==> config.mk <==
export PLATFORM = sky130hd
export DESIGN_NAME = half_adder
export DESIGN_NICKNAME = d
export VERILOG_FILES = /design/src/rtl/half_adder_pkg.sv /design/src/rtl/half_adder_bit.sv /design/src/rtl/half_adder.sv
export SDC_FILE = /design/constraint.sdc
export NUM_CORES = 1
export LEC_CHECK = 0
export CORE_AREA = 5 5 42 44
export DETAILED_ROUTE_END_ITERATION = 6
export DIE_AREA = 0 0 47 49
export SYNTH_ARGS = -nofsm -noshare
export SYNTH_HDL_FRONTEND = slang
export SYNTH_SLANG_ARGS = --single-unit
==> constraint.sdc <==
create_clock -name clk -period 1.34 [get_ports clk]
set_input_delay 0.268 -clock clk [delete_from_list [all_inputs] [get_ports clk]]
set_output_delay 0.268 -clock clk [all_outputs]
set_load 0.005 [all_outputs]
==> src/rtl/half_adder_pkg.sv <==
// half_adder_pkg: shared constants and the lane popcount used by the optional carry statistics.
// Contents: HA_MAX_WIDTH (widest supported lane count), STATS_W (carry counter width), popcount_w().
package half_adder_pkg;
   localparam int HA_MAX_WIDTH = 64;
   localparam int STATS_W = 32;
   function automatic logic [STATS_W-1:0] popcount_w(input logic [HA_MAX_WIDTH-1:0] v);
      popcount_w = '0;
      for (int i = 0; i < HA_MAX_WIDTH; i++) popcount_w = popcount_w + STATS_W'(v[i]);
   endfunction
endpackage

==> src/rtl/half_adder_bit.sv <==
// half_adder_bit: single-lane combinational half adder.
// Ports: x, y operand bits in; C = x & y carry out; S = x ^ y sum out.
module half_adder_bit (
   input  logic x,
   input  logic y,
   output logic C,
   output logic S
);
   assign C = x & y;
   assign S = x ^ y;
endmodule

==> src/rtl/half_adder.sv <==
// half_adder: WIDTH independent half-adder lanes with combinational and registered outputs.
// Ports: clk, rst (async active-high); x, y operands; C, S combinational carry/sum;
//        in_valid qualifies capture; c_q, s_q registered carry/sum; out_valid marks a fresh capture.
// Build option HALF_ADDER_STATS_EN adds stats_clr (sync clear) and carry_count (saturating count
// of carry bits seen on valid cycles).
module half_adder
   import half_adder_pkg::*;
#(
   parameter int WIDTH = 1
) (
   input  logic             clk,
   input  logic             rst,
`ifdef HALF_ADDER_STATS_EN
   input  logic             stats_clr,
   output logic [STATS_W-1:0] carry_count,
`endif
   input  logic [WIDTH-1:0] x,
   input  logic [WIDTH-1:0] y,
   input  logic             in_valid,
   output logic [WIDTH-1:0] C,
   output logic [WIDTH-1:0] S,
   output logic [WIDTH-1:0] c_q,
   output logic [WIDTH-1:0] s_q,
   output logic             out_valid
);
   for (genvar i = 0; i < WIDTH; i++) begin : g_lane
      half_adder_bit u_bit (
         .x(x[i]),
         .y(y[i]),
         .C(C[i]),
         .S(S[i])
      );
   end

   // Registered results hold across idle cycles; only out_valid tracks in_valid every edge.
   always_ff @(posedge clk or posedge rst) begin
      if (rst) begin
         c_q       <= '0;
         s_q       <= '0;
         out_valid <= 1'b0;
      end else begin
         out_valid <= in_valid;
         if (in_valid) begin
            c_q <= C;
            s_q <= S;
         end
      end
   end

`ifdef HALF_ADDER_STATS_EN
   // One extra bit of headroom exposes overflow so the counter can stick at all-ones.
   logic [STATS_W:0] cnt_sum;
   assign cnt_sum = {1'b0, carry_count} + {1'b0, popcount_w(HA_MAX_WIDTH'(C))};
   always_ff @(posedge clk or posedge rst) begin
      if (rst) carry_count <= '0;
      else if (stats_clr) carry_count <= '0;
      else if (in_valid) carry_count <= cnt_sum[STATS_W] ? '1 : cnt_sum[STATS_W-1:0];
   end
`endif
endmodule

-- Yosys cells after proc, flatten, opt, wreduce, memory -nomap -nowiden
Index checks and enable logic that the tools add are counted.
- bitwise gates (word level): 2
- operator list (kind ; count):
    $and 1x1->1 ; 1
    $xor 1x1->1 ; 1
- bits in registers: 3
- word-level logic and storage cells: 5

-- Longest topological paths before layout
Gate-level depths: netlist of the first run.
- depth in word-level cells: 1
- depth in mapped cells: 2
- mapped depth without buffers: 2

-- By module
Synthesis of the first run repeated with hierarchy kept, for this count alone.
- cells, all modules: 7
- area total of the unflattened synthesis: 113.9 um2
- by module, submodules not included (module ; times used ; area an instance (um2) ; sequential area each (um2) ; cells an instance):
    half_adder ; 1 ; 101.3 ; 75.1 ; 6
    half_adder_bit ; 1 ; 12.5 ; 0.0 ; 1

-- Least setup slack after synthesis of the first run
No wires, ideal clock.
- path type: input to register
- start point: input y
- end point: register s_q
- stages on the path: 2
- buffers on the path: 0
- library setup time: 0.125 ns
- setup slack: 0.395 ns
- data arrival time: 0.821 ns
- cell sequence: ha_1 -> mux2_2
- word-level cells in the longest chain between the ends: 1
- ends and longest elaborated chain (item ; RTL line ; source):
    start, declared ; half_adder.sv:18 ; input logic [WIDTH-1:0] y,
    $xor 1x1->1 ; half_adder_bit.sv:10 ; assign S = x ^ y;
    end signal, assigned ; half_adder.sv:39 ; s_q <= '0;
    end signal, assigned ; half_adder.sv:45 ; s_q <= S;
    end, declared ; half_adder.sv:23 ; output logic [WIDTH-1:0] s_q,
No other way between the ends.
A chain may end at the register's enable or synchronous reset.

-- Worst setup path in the final report of the first run
- start point: register out_valid
- end point: output out_valid
- RTL lines (item ; RTL line ; source):
    start, declared ; half_adder.sv:24 ; output logic out_valid
    start signal, assigned ; half_adder.sv:42 ; out_valid <= in_valid;
No word-level cell between the ends.

==> impl_metrics.sql, run 1 <==
INSERT INTO impl_metrics (metric_group, metric, value, unit) VALUES
('critical_path', 'regToRegSetupSlack', '600', 'ps'),
('timing', 'max_freq', '0.766', 'GHz'),
('timing', 'tightest_slew', '135', 'ps'),
('drt', 'drt-initial-drc-count', '0', ''),
('final_layout', 'total_area_of_sequential_cells', '75.1', 'um2'),
('final_layout', 'area.growth.synth_to_final', '126', '%'),
('clock_network', 'root_buffer', 'clkbuf_4', ''),
('timing', 'unrepaired_setup_endpoints_after_global_routing', 'no', ''),
('clock_network', 'cts-htree-levels', '1', ''),
('grt', 'globalRouteOverflowTotal', '0', ''),
('die', 'fp.dieH', '49', 'um'),
('timing', 'finalClockSkew', '0', 'ps'),
('synthesis', 'syn-mean-instance-area', '16.3', 'um2'),
('clock_network', 'tritoncts.num_buffers', '3', ''),
('grt', 'grt_max_degree', '4', ''),
('power', 'highest_ir_drop_seen_on_vdd', '0.000150', 'V'),
('clock_network', 'ctsLongestPathBuffers', '2', ''),
('die', 'io_pins', '10', ''),
('synthesis', 'yosys_reg_bits', '3', ''),
('grt', 'first_global_vias', '142', ''),
('final_layout', 'layout.cells.non_filler', '36', ''),
('grt', 'globalRouteTotalUtil', '0.0487', ''),
('timing', 'final_min_period_over_clock_period', '0.975', ''),
('clock_network', 'clk_pin_slew_worst_paths', '40', 'ps'),
('final_layout', 'final_layout_size_suffix_gt1_frac', '0.350', ''),
('timing', 'timing.max_slew.rel_slack', '0.910', ''),
('critical_path', 'crit_path_max_incr_delay', '490', 'ps'),
('final_layout', 'stdcell_area', '258', 'um2'),
('power', 'leakage', '0.120', 'nW'),
('place', 'gp_congestion', '0.715', ''),
('critical_path', 'worstPathArrival', '1040', 'ps'),
('synthesis', 'netlist-cell-type-count', '4', ''),
('synthesis', 'ys_seq_area_frac', '0.659', ''),
('die', 'core_area', '1400', 'um2'),
('power', 'design_power_total', '0.313', 'mW'),
('min_path', 'min_path_type', 'input port to asynchronous set/reset pin', ''),
('die', 'die_outline_area', '2300', 'um2'),
('clock_network', 'insertion_delay', '230', 'ps'),
('final_layout', 'diodes', '0', ''),
('critical_path', 'worst_r2r_path_depth', '1', ''),
('critical_path', 'critical-path-slowest-cell', 'clkdlybuf4s50_1', ''),
('timing', 'setup_tns', '0', 'ps'),
('synthesis', 'yosys_warns', '0', ''),
('critical_path', 'worstSetupEndpointType', 'primary output', ''),
('grt', 'antenna_found_initial', '0', ''),
('timing', 'final-setup-viol-count', '0', ''),
('critical_path', 'worst_setup_path_start_kind', 'flip-flop', ''),
('synthesis', 'post_synth_inst_count', '7', ''),
('final_layout', 'multi_input_area', '47.5', 'um2'),
('critical_path', 'reg2reg_end', 's_q$_DFFE_PP0P_', ''),
('synthesis', 'synthDominantCellAreaShare', '0.659', ''),
('critical_path', 'cells_traversed_along_the_worst_timing_path', 'clkdlybuf4s50_1', ''),
('power', 'cellPowerDensity', '1210', 'nW/um2'),
('place', 'post-place-ws', '-458', 'ps'),
('timing', 'final_hold_viol_count', '0', ''),
('job', 'max_cap_viol_count', '0', ''),
('die', 'placement_rows', '14', ''),
('drt', 'drt_drc_violations_left', '0', ''),
('place', 'dp_hpwl', '332', 'um'),
('run_status', 'status', 'finished, final reports clean', ''),
('die', 'initial_utilization', '0.0812', ''),
('final_layout', 'fin_util', '0.184', ''),
('final_layout', 'layout_net_count', '27', ''),
('die', 'fp.dieW', '47', 'um'),
('place', 'post_dp_cell_area', '224', 'um2'),
('critical_path', 'cp.buffers_inverters', '1', ''),
('place', 'portBuffers', '9', ''),
('critical_path', 'critical_path.top_delay_family', 'buffers and inverters', ''),
('final_layout', 'layout.filler_cells', '159', ''),
('synthesis', 'yosys-top-cells-area', 'dfrtp_1, mux2_2, ha_1', ''),
('timing', 'worst_slack', '33.7', 'ps');
cell families after synthesis:
| family | Yosys count | synth area share |
|---|---|---|
| adder cells (fa/ha/maj) | 1 | 0.110 |
| flip-flops | 3 | 0.659 |
| multiplexers | 2 | 0.198 |
| buffers and inverters | 1 | 0.0329 |
what timing repair did:
item,in CTS,in global routing
hold buffers,0,0
setup endpoints to repair,4,0
buffers inserted,0,0
gates resized for setup,12,0
report_power, final:
part	total, mW	switching (mW)	internal, mW	leakage [nW]
clock	0.156	0.0447	0.111	0.0150
combinational	0.0532	0.0181	0.0351	0.0690
sequential	0.104	0.00372	0.0999	0.0362
per-layer routing:
| layer | global-route usage | wire length [um] |
|---|---|---|
| met1 | 0.0310 | 107 |
| met2 | 0.0543 | 180 |
| met3 | 0.0590 | 116 |
| met4 | 0.0691 | 0 |
| met5 | 0 | 0 |
flip-flops by register name, indices dropped and copies added (netlist names):
register   flops
out_valid      1
s_q            1
c_q            1
how the worst max path moves through the flow:
stage | from | endpoint | slack (ps) | cells past startpoint
after floorplan | y | s_q$_DFFE_PP0P_ | 390 | 2
after global placement | y | S | -410 | 3
after detailed placement | y | S | -460 | 3
after CTS | out_valid$_DFF_PP0_ | out_valid | 20 | 1
after global routing | out_valid$_DFF_PP0_ | out_valid | 5 | 1
final | out_valid$_DFF_PP0_ | out_valid | 30 | 1
cell usage in the layout, fill, tap and decap left out:
master and instances:
clkdlybuf4s50_1 3, dlygate4sd2_1 5, inv_1 1, clkbuf_1 1, buf_6 1, mux2_2 2
ha_4 1, clkbuf_4 3, dfrtp_1 3
layout make-up:
class / count / share of cell area
timing repair buffer: 9 / 0.330
sequential: 3 / 0.291
multi-input combinational: 3 / 0.184
clock buffer: 4 / 0.102
tap: 16 / 0.0777
inverter: 1 / 0.0146
cell usage after synthesis:
| cell | instances |
|---|---|
| inv_1 | 1 |
| dfrtp_1 | 3 |
| ha_1 | 1 |
| mux2_2 | 2 |
No activity file was read; power rests on OpenSTA's default activity.
==> run 2, diff against run 1 <==
- CAP_MARGIN: unset -> 20
- CTS_CLUSTER_SIZE: unset -> 30
- TNS_END_PERCENT: unset -> 30
==> results of run 2 <==
No change in the layout: final DEF, timing and power equal those of run 1.
